<file path="src/rtl/mux_pkg.sv">
// mux_pkg: shared constants for the 2:1 packet arbiter.
//   state_t        : arbiter FSM state (IDLE / SEL0 / SEL1)
//   SEL_IN0/SEL_IN1: encoding of the downstream mux select (s0)
package mux_pkg;

  typedef logic [1:0] state_t;

  localparam state_t IDLE = 2'd0;
  localparam state_t SEL0 = 2'd1;
  localparam state_t SEL1 = 2'd2;

  localparam logic SEL_IN0 = 1'b0;
  localparam logic SEL_IN1 = 1'b1;

endpackage

</file>
<file path="src/rtl/mux_out_reg.sv">
// mux_out_reg: single-entry valid/ready output register.
//   clk, rst    : clock, async active-high reset
//   i_load      : upstream beat accepted this cycle, capture i_data
//   i_data[W]   : beat payload ({last, data} in the arbiter)
//   i_ready     : downstream ready
//   o_valid     : register holds a beat
//   o_data[W]   : held beat, stable while o_valid & !i_ready
//   o_can_load  : register may accept a beat this cycle
module mux_out_reg #(
  parameter int W = 9
) (
  input  logic         clk,
  input  logic         rst,
  input  logic         i_load,
  input  logic [W-1:0] i_data,
  input  logic         i_ready,
  output logic         o_valid,
  output logic [W-1:0] o_data,
  output logic         o_can_load
);

  logic         r_valid;
  logic [W-1:0] r_data;

  // Empty, or being drained this cycle: allows back-to-back beats.
  assign o_can_load = ~r_valid | i_ready;
  assign o_valid    = r_valid;
  assign o_data     = r_data;

  always_ff @(posedge clk or posedge rst) begin
    if (rst) begin
      r_valid <= 1'b0;
      r_data  <= '0;
    end else if (i_load) begin
      r_valid <= 1'b1;
      r_data  <= i_data;
    end else if (i_ready) begin
      r_valid <= 1'b0;
    end
  end

endmodule

</file>
<file path="src/rtl/mux_2to1_arb.sv">
// mux_2to1_arb: packet-locked round-robin arbiter for two valid/ready
// sources feeding one registered output.
//   clk, rst                    : clock, async active-high reset
//   in{0,1}_valid/data/last     : source beats
//   in{0,1}_ready               : source beat accepted when valid & ready
//   s0                          : downstream mux select (0 = in0, 1 = in1)
//   out_valid/data/last         : registered output beat
//   out_ready                   : downstream accepts beat
//   pkt_cnt0/pkt_cnt1 (CNT_W)   : saturating per-source packet counters,
//                                 present only with MUX_ARB_STATS_EN defined
module mux_2to1_arb
  import mux_pkg::*;
#(
  parameter int DATA_W = 8,
  parameter int CNT_W  = 16
) (
  input  logic              clk,
  input  logic              rst,
  input  logic              in0_valid,
  input  logic [DATA_W-1:0] in0_data,
  input  logic              in0_last,
  output logic              in0_ready,
  input  logic              in1_valid,
  input  logic [DATA_W-1:0] in1_data,
  input  logic              in1_last,
  output logic              in1_ready,
  output logic              s0,
  output logic              out_valid,
  output logic [DATA_W-1:0] out_data,
  output logic              out_last,
  input  logic              out_ready
`ifdef MUX_ARB_STATS_EN
  ,
  output logic [CNT_W-1:0]  pkt_cnt0,
  output logic [CNT_W-1:0]  pkt_cnt1
`endif
);

  state_t            r_state;
  state_t            w_state_nxt;
  logic              r_last_grant;
  logic              w_can_load;
  logic              w_acc;
  logic              w_acc_last;
  logic              w_sel_last;
  logic [DATA_W-1:0] w_sel_data;
  logic [DATA_W:0]   w_out;

  assign s0        = (r_state == SEL1) ? SEL_IN1 : SEL_IN0;
  assign in0_ready = (r_state == SEL0) & w_can_load;
  assign in1_ready = (r_state == SEL1) & w_can_load;

  // In IDLE s0 is 0 but neither ready is high, so nothing is accepted.
  assign w_sel_data = (s0 == SEL_IN1) ? in1_data : in0_data;
  assign w_sel_last = (s0 == SEL_IN1) ? in1_last : in0_last;
  assign w_acc      = (in0_valid & in0_ready) | (in1_valid & in1_ready);
  assign w_acc_last = w_acc & w_sel_last;

  always_comb begin
    w_state_nxt = r_state;
    case (r_state)
      IDLE: begin
        // Contention goes to whichever source did not finish last.
        if (in0_valid & in1_valid)
          w_state_nxt = (r_last_grant == SEL_IN1) ? SEL0 : SEL1;
        else if (in0_valid)
          w_state_nxt = SEL0;
        else if (in1_valid)
          w_state_nxt = SEL1;
      end
      // Grant stays locked, even across valid gaps, until the last beat.
      SEL0, SEL1: if (w_acc_last) w_state_nxt = IDLE;
      default: w_state_nxt = IDLE;
    endcase
  end

  always_ff @(posedge clk or posedge rst) begin
    if (rst) begin
      r_state      <= IDLE;
      r_last_grant <= SEL_IN1;
    end else begin
      r_state <= w_state_nxt;
      if (w_acc_last) r_last_grant <= s0;
    end
  end

  mux_out_reg #(
    .W (DATA_W + 1)
  ) u_out_reg (
    .clk        (clk),
    .rst        (rst),
    .i_load     (w_acc),
    .i_data     ({w_sel_last, w_sel_data}),
    .i_ready    (out_ready),
    .o_valid    (out_valid),
    .o_data     (w_out),
    .o_can_load (w_can_load)
  );

  assign out_last = w_out[DATA_W];
  assign out_data = w_out[DATA_W-1:0];

`ifdef MUX_ARB_STATS_EN
  logic [CNT_W-1:0] r_cnt0;
  logic [CNT_W-1:0] r_cnt1;

  // Count completed packets per source, holding at all-ones.
  always_ff @(posedge clk or posedge rst) begin
    if (rst) begin
      r_cnt0 <= '0;
      r_cnt1 <= '0;
    end else if (w_acc_last) begin
      if (s0 == SEL_IN0 && !(&r_cnt0)) r_cnt0 <= r_cnt0 + CNT_W'(1);
      if (s0 == SEL_IN1 && !(&r_cnt1)) r_cnt1 <= r_cnt1 + CNT_W'(1);
    end
  end

  assign pkt_cnt0 = r_cnt0;
  assign pkt_cnt1 = r_cnt1;
`else
  // CNT_W only sizes the counters; keep it referenced when they are absent.
  if (CNT_W > 0) begin : g_cnt_w_ref
  end
`endif

endmodule

</file>
<file path="config.mk">
export PLATFORM = sky130hd
export DESIGN_NAME = mux_2to1_arb
export DESIGN_NICKNAME = d
export VERILOG_FILES = /design/src/rtl/mux_pkg.sv /design/src/rtl/mux_out_reg.sv /design/src/rtl/mux_2to1_arb.sv
export SDC_FILE = /design/constraint.sdc
export NUM_CORES = 1
export LEC_CHECK = 0
export BUFFER_PORTS_ARGS = -buffer_cell sky130_fd_sc_hd__buf_2
export CAP_MARGIN = 10
export CORE_MARGIN = 2
export CORE_UTILIZATION = 39
export DETAILED_ROUTE_END_ITERATION = 16
export PLACE_DENSITY = 0.81
export REMOVE_ABC_BUFFERS = 1
export SYNTH_ARGS = -nofsm -noshare
export SYNTH_HDL_FRONTEND = slang
export SYNTH_SLANG_ARGS = --single-unit
</file>
<file path="constraint.sdc">
create_clock -name clk -period 1.5 [get_ports clk]
set_input_delay 0.3 -clock clk [delete_from_list [all_inputs] [get_ports clk]]
set_output_delay 0.3 -clock clk [all_outputs]
set_load 0.01 [all_outputs]
</file>
Yosys cells after proc, flatten, opt, wreduce, memory -nomap -nowiden --
Cells that the tools add are included.
Cells by class: equality and inequality tests 4, multiplexer cells 11, bitwise gates (word level) 9, reduce and logical (&&, ||, !) cells 4
Operators by type and width (number):
- $mux 2 | 5
- $mux 8 | 1
- $and 1x1->1 | 6
- $mux 1 | 4
- $ne 4x4->1 const B | 1
- $pmux 2 s2 | 1
- $eq 2x1->1 const B | 1
- $eq 2x2->1 const B | 1
- $logic_not 2->1 | 1
- $ne 2x2->1 const B | 1
- $or 1x1->1 | 2
- $reduce_and 2->1 | 1
- $reduce_bool 2->1 | 1
- $reduce_or 2->1 | 1
- $not 1->1 | 1
Storage, ports and cells: bits in registers 13, output and inout port bits 13, word-level logic and storage cells 32

Longest topological paths before layout --
Gate-level depths: netlist (run 1).
depth in word-level cells 8, depth in mapped cells 8, gate-level depth less buffers 6

Hierarchy --
Synthesis (run 1) repeated with hierarchy kept, for this count alone.
Second synthesis, totals: cell total of the unflattened synthesis 56, area, all modules 759.5 µm²
By module, submodules not included:
- mux_out_reg | instances 1, cells each 23, area an instance 412.9 µm², seq. area each 250.2 µm²
- mux_2to1_arb | instances 1, cells each 33, area an instance 346.6 µm², seq. area each 76.3 µm²

Least setup slack after synthesis (run 1) --
Ideal clock, no wire load.
kind register -> register, start reg r_state[0], end reg r_state[0], library setup time 0.079 ns, arrival 1.500 ns, data required time 1.421 ns, path slack -0.079 ns, stages on the path, launching flop included 7, buffers on the path 0, path through dfrtp_1 -> inv_1 -> ha_1 -> mux2_1 -> nand3_1 -> a22o_1 -> mux2i_1
RTL lines:
- from (decl) | RTL line mux_2to1_arb.sv:39 | state_t r_state;
- from (signal assigned) | RTL line mux_2to1_arb.sv:82 | r_state <= w_state_nxt;
- $eq 2x2->1 | RTL line mux_2to1_arb.sv:49 | assign s0 = (r_state == SEL1) ? SEL_IN1 : SEL_IN0;
- $mux 1 | RTL line mux_2to1_arb.sv:49
- named net s0 | RTL line mux_2to1_arb.sv:27 | output logic s0,
- $mux 1 | RTL line mux_2to1_arb.sv:55 | assign w_sel_last = (s0 == SEL_IN1) ? in1_last : in0_last;
- $and 1x1->1 | RTL line mux_2to1_arb.sv:57 | assign w_acc_last = w_acc & w_sel_last;
- $ne 2x2->1 (no line)
- $reduce_and 2->1 (no line)
The timed path passes the listed nets, and every way through them passes these cells. A chain may end at the register's enable or synchronous reset.

Worst setup path after layout (run 1) --
start reg r_state[1], end out in1_ready
On the way: word-level cells in the longest chain between the ends 2
Ends and longest elaborated chain:
- $eq 2x2->1 | RTL line mux_2to1_arb.sv:51 | assign in1_ready = (r_state == SEL1) & w_can_load;
- $and 1x1->1 | RTL line mux_2to1_arb.sv:51
- to (decl) | RTL line mux_2to1_arb.sv:26 | output logic in1_ready,
Every way passes these cells.

==> qor.yml, run 1 <==
detailed_routing:
  routed_wl_um: 1590
  avgRoutedWirePerCell_um: 11.9
  avgViaCountPerCell: 4.75
  drt_pre_antenna_iters: 4
  vias: 632
  remaining_drc_errors: 0
  first_iter_violations: 9
  ant_nets: 0
clock_network:
  clockBufferDepth: 2
  cts_max_level: 1
  clock_sinks: 13
  cts_buffers: 3
  holdBufCountCts: 0
  cts_tree: "built"
  insertion_delay_ns: 0.28
  path_clk_slew_ns: 0.08
  root_buffer: "clkbuf_4"
timing:
  fin_worst_skew_ns: 0.00356
  tightest_slew_ns: 0.498
  timing.slew.headroom_pct: 66.8
  setup_ws_ns: -0.0465
  hold_ws_ns: 0.0294
  rsz0062_at_grt: "true"
  max_clock_freq_ghz: 0.647
  hold_violations: 0
  period_share_pct: 103
  setup_viol: 2
  min_period_ns: 1.55
  tns_ns: -0.0492
  slew_viol_final: 0
pwr:
  combPwrFrac_pct: 60.9
  p_leak_nw: 0.500
  p_total_w: 0.00219
  peakVddDrop_mv: 1.02
  netSwitchingFraction_pct: 39.8
  intPower_w: 0.00132
  seqPwrFrac_pct: 29.2
  clkPwrFrac_pct: 9.9
  power.switching_w: 0.000873
  p_per_area_nw_per_um2: 2140
place:
  pre_cts_ws_ns: -0.0623
  numPortBuffers: 35
  dp.cells: 127
  place.gp.congestion: 0.869
  dp_hpwl_um: 1190
cells_and_area:
  layout_commonest_cell: "buf_2"
  layout.nets: 135
  drive_gt1_share_pct: 61.1
  fill_cells: 162
  area_growth_pct: 43.0
  final_cells: 133
  antenna_cells: 0
  final_cell_mix: "buf_2 (34), dfrtp_1 (12), mux2i_1 (10)"
status:
  violations: "setup timing"
  status: "complete, but fails checks"
critical_path:
  crit_arrival_ns: 1.25
  reg2reg_from: "r_state[0]"
  critPathKind: "reg -> out"
  reg2reg_slack_ns: 0
  end_kind: "output pin"
  critPathLaunchType: "register"
  crit_path_max_fanout: 3
  cp.required_ns: 1.20
  crit-reg2reg-capture: "r_state[0]"
  reg2reg_depth: 6
yosys:
  yosysUniqueCellTypes: 18
  ys_ff_latch: 13
  syn_area_sq_um: 716
  ys.warnings.count: 0
  synth_top_area_cell: "dfrtp_1"
  yosysTopAreaCellShare_pct: 42.0
  synth_area_leaders: "dfrtp_1 (42%), mux2i_1 (14%), a21oi_2 (9.8%), ha_1 (5.2%), nor2_1 (4.2%)"
  synth.yosys.seq_area_share_pct: 45.6
  synthCells: 65
  avgSynthCellArea_sq_um: 11.0
die:
  fp.coreArea_sq_um: 1730
  num_io_pins: 36
  die_w_um: 46.8
  die_height_um: 46.8
  dieArea_sq_um: 2190
  initial_core_util_pct: 41.4
  fp-row-count: 15
global_route:
  grt_max_degree: 14
  gr-usage-all-layers_pct: 15.9
  grt_antenna_before_repair: 0
  grt_pass1_wl_um: 2390
  grt_overflow: 0
  grt_pass1_vias: 558
run:
  drv_cap: 0
worst_hold_path:
  hp-class: "in -> async"
## power groups by stage
stage,combinational (W),sequential [W],clock (W)
2_1_floorplan,0.000706,0.000687,0
3_3_place_gp,0.00113,0.000623,0
3_5_place_dp,0.00117,0.000630,0
4_1_cts,0.00122,0.000623,0.000230
5_1_grt,0.00145,0.000662,0.000240
6_report,0.00134,0.000640,0.000218
## what timing repair did
action | in CTS | in global routing
pin swaps | 0 | 3
buffers inserted | 1 | 1
endpoints found under the setup margin | 12 | 12
gates resized for setup | 3 | 12
## state kept, by name, indices dropped and copies added (netlist names)
| signal | flops |
|---|---|
| r_last_grant | 1 |
| r_state | 2 |
| u_out_reg.o_valid | 1 |
| u_out_reg.o_data | 9 |
## logic make-up (layout without fill, tap and decap cells)
kind of cell             after synthesis  count (layout)  share of synthesized area [%]
buffers and inverters                  7              50                           5.94
multiplexers                          11              11                           15.6
AO/OA/AOI/OAI                         12              12                           14.9
AND/OR/NAND/NOR                       19              19                           12.8
adder cells (fa/ha/maj)                3               3                           5.25
flip-flops                            13              13                           45.6
## critical path, cell delays in order, from the launching register on
cell	delay (ns)
dfrtp_1	0.42
ha_4	0.19
buf_6	0.12
and2_4	0.13
buf_6	0.11
## metrics by stage
stage / util, % / area [sq um]
after floorplan: - / 688
after global placement: 54.0 / 932
after detailed placement: 54.0 / 932
after CTS: 56.5 / 976
after global routing: 59.3 / 1020
final: 59.3 / 1020
## routing by layer
layer	global-route usage, %	wire (um)	part of all wire (%)	up-vias
met5	0	0	0	-
met4	10.0	34	2.1	0
met3	1.15	82	5.2	4
met2	27.1	856	54	24
met1	19.4	615	39	295
li1	-	-	-	309
## worst max-delay path by stage
stage / endpoint / startpoint / cells after the start / slack [ns]
6_report: in1_ready / r_state[1] / 4 / -0.05
3_5_place_dp: r_state[0] / r_state[0] / 6 / -0.06
2_1_floorplan: r_last_grant / r_state[0] / 5 / -0.56
5_1_grt: in1_ready / r_state[1] / 4 / -0.08
4_1_cts: in1_ready / r_state[0] / 5 / -0.09
3_3_place_gp: u_out_reg.o_data[7] / r_state[0] / 7 / 0.02
## synthesized netlist by cell type
| master | count |
|---|---|
| nand3_1 | 2 |
| a22o_1 | 2 |
| and2_1 | 3 |
| nor2_1 | 8 |
| buf_6 | 2 |
| nand2b_1 | 3 |
| o21ai_2 | 1 |
| mux2i_1 | 10 |
| buf_2 | 1 |
| dfrtp_1 | 12 |
| nand2_1 | 2 |
| nor2_2 | 1 |
| mux2_1 | 1 |
| inv_1 | 4 |
| a32o_1 | 1 |
| dfstp_2 | 1 |
| ha_1 | 3 |
| a21oi_2 | 8 |
## cell type report
| type | count | area, sq um | share of cell area, % |
|---|---|---|---|
| Multi-Input combinational cell | 45 | 379 | 37.0 |
| Sequential cell | 13 | 327 | 31.9 |
| Timing Repair Buffer | 42 | 245 | 24.0 |
| Tap cell | 25 | 31.3 | 3.06 |
| Clock buffer | 4 | 26.3 | 2.57 |
| Inverter | 4 | 15.0 | 1.47 |
(Power assumes the default switching activity.)
==> run 2: changes to the inputs <==
--- a/config.mk
+++ b/config.mk
@@ -5,12 +5,12 @@
 export SDC_FILE = /design/constraint.sdc
 export NUM_CORES = 1
 export LEC_CHECK = 0
-export BUFFER_PORTS_ARGS = -buffer_cell sky130_fd_sc_hd__buf_2
 export CAP_MARGIN = 10
 export CORE_MARGIN = 2
-export CORE_UTILIZATION = 39
+export CORE_UTILIZATION = 40
 export DETAILED_ROUTE_END_ITERATION = 16
-export PLACE_DENSITY = 0.81
+export DONT_BUFFER_PORTS = 1
+export PLACE_DENSITY = 0.64
 export REMOVE_ABC_BUFFERS = 1
 export SYNTH_ARGS = -nofsm -noshare
 export SYNTH_HDL_FRONTEND = slang
==> qor.yml, run 2 (synthesis results as in run 1) <==
status:
  status: "finished clean"
clock_network:
  clockBufferDepth: 2
  cts_setup_buffers: 0
  cts_buffers: 3
  cts_tree: "built"
  path_clk_slew_ns: 0.08
  cts_max_level: 1
  clock_sinks: 13
  insertion_delay_ns: 0.27
  root_buffer: "clkbuf_4"
place:
  dpl_cell_area_sq_um: 764
  dp_hpwl_um: 1000
  place.gp.congestion: 0.743
  numPortBuffers: 0
global_route:
  grt_antenna_before_repair: 0
  grt_pass1_vias: 466
  gr-usage-all-layers_pct: 14.4
  grt_overflow: 0
  grt_pass1_wl_um: 2080
  grt_max_degree: 14
critical_path:
  critPathKind: "reg -> reg"
  path_delay_family: "flip-flops"
  cp.required_ns: 1.66
  crit_path_max_fanout: 6
  critPathLaunchType: "register"
  end_kind: "register"
  reg2reg_slack_ns: 0.02
  crit_arrival_ns: 1.64
  slowest_stage: "dfrtp_1"
  cp_num_buf_inv: 2
  max_stage_delay_ns: 0.40
  crit_chain: "inv_1 > ha_1 > a22o_1 > and2_4 > buf_4 > nor2_2 > a21oi_2"
detailed_routing:
  drt_pre_antenna_iters: 2
  vias: 483
  first_iter_violations: 5
  routed_wl_um: 1310
  ant_nets: 0
  avgViaCountPerCell: 4.93
  avgRoutedWirePerCell_um: 13.4
  remaining_drc_errors: 0
worst_hold_path:
  hp-class: "in -> reg"
timing:
  tns_ns: 0
  rsz0062_at_grt: "true"
  max_clock_freq_ghz: 0.677
  min_period_ns: 1.48
  timing.slew.headroom_pct: 67.4
  tightest_slew_ns: 0.488
  slew_viol_final: 0
  hold_violations: 0
  hold_ws_ns: 0.188
  setup_viol: 0
  fin_worst_skew_ns: 0.00124
  period_share_pct: 98.5
cells_and_area:
  final_core_util_pct: 49.3
  fin_area_sq_um: 842
  final_cell_mix: "dfrtp_1 (12), mux2i_1 (10), nor2_2 (8), a21oi_2 (8), buf_4 (6)"
  antenna_cells: 0
  area_growth_pct: 17.7
  layout_commonest_cell: "dfrtp_1"
  layout.nets: 100
  drive_gt1_share_pct: 43.8
  largest_reg_flops: 9
die:
  dieArea_sq_um: 2140
  fp-row-count: 15
  die_w_um: 46.3
  num_io_pins: 36
  initial_core_util_pct: 41.9
  die_height_um: 46.3
  fp.coreArea_sq_um: 1710
pwr:
  p_total_w: 0.00194
  p_per_area_nw_per_um2: 2300
  peakVddDrop_mv: 1.03
  p_leak_nw: 0.362
run:
  drv_cap: 0
==> run 2: cell count changes in the layout (fill, tap and decap cells not counted), sizes merged <==
cell | previous run | this run
buf | 42 | 6
dlygate4sd3 | 0 | 1
==> run 2: final cells by class <==
type                       count  area (sq um)
clock buffer                   4          26.3
fill                         168           866
inverter                       4          15.0
multi-input combinational     45           388
sequential                    13           327
tap                           25          31.3
timing repair buffer           7          55.1
==> run 2: final timing paths <==
check | start | to | depth (start not counted)
setup reg to reg | r_state[1] | u_out_reg.o_data[0] | 7
min in group asynchronous | rst | u_out_reg.o_data[0] | 2
hold / removal | in0_valid | r_state[0] | 2
hold reg to reg | r_last_grant | r_last_grant | 1
max in group asynchronous | rst | r_last_grant | 2
setup / recovery | r_state[1] | u_out_reg.o_data[0] | 7
==> run 2: metrics by stage <==
stage,setup slack [ns],std cells
after detailed placement,-0.0645,93
after global routing,-0.0638,98
after CTS,0.00413,98
after floorplan,-0.565,62
after global placement,0.00138,93
final,0.0222,98
==> run 2: timing repair <==
action,in CTS,in global routing
setup endpoints to repair,11,10
endpoints found under the hold margin,12,0
hold buffers,1,0
resized for setup,7,6
pin swaps,2,2
==> run 2: per-layer routing <==
layer	track usage (%)	up-vias	share of wire [%]
met5	0	-	0
met4	8.57	0	0.76
met3	5.10	2	10
met2	21.9	25	46
met1	17.4	221	43
li1	-	235	-
==> run 2: where the power goes <==
part / leakage [nW] / switching, W / internal, W / total (W)
Combinational: 0.199 / 0.000501 / 0.000495 / 0.000996
Sequential: 0.148 / 0.000197 / 0.000537 / 0.000734
Clock: 0.0150 / 0.000108 / 0.000103 / 0.000211
==> run 2: worst reg2reg max path: stages (launching register included) <==
cell and delay, ns:
dfrtp_1 0.40, inv_1 0.09, ha_1 0.19, a22o_1 0.22, and2_4 0.18, buf_4 0.16, nor2_2 0.09, a21oi_2 0.04
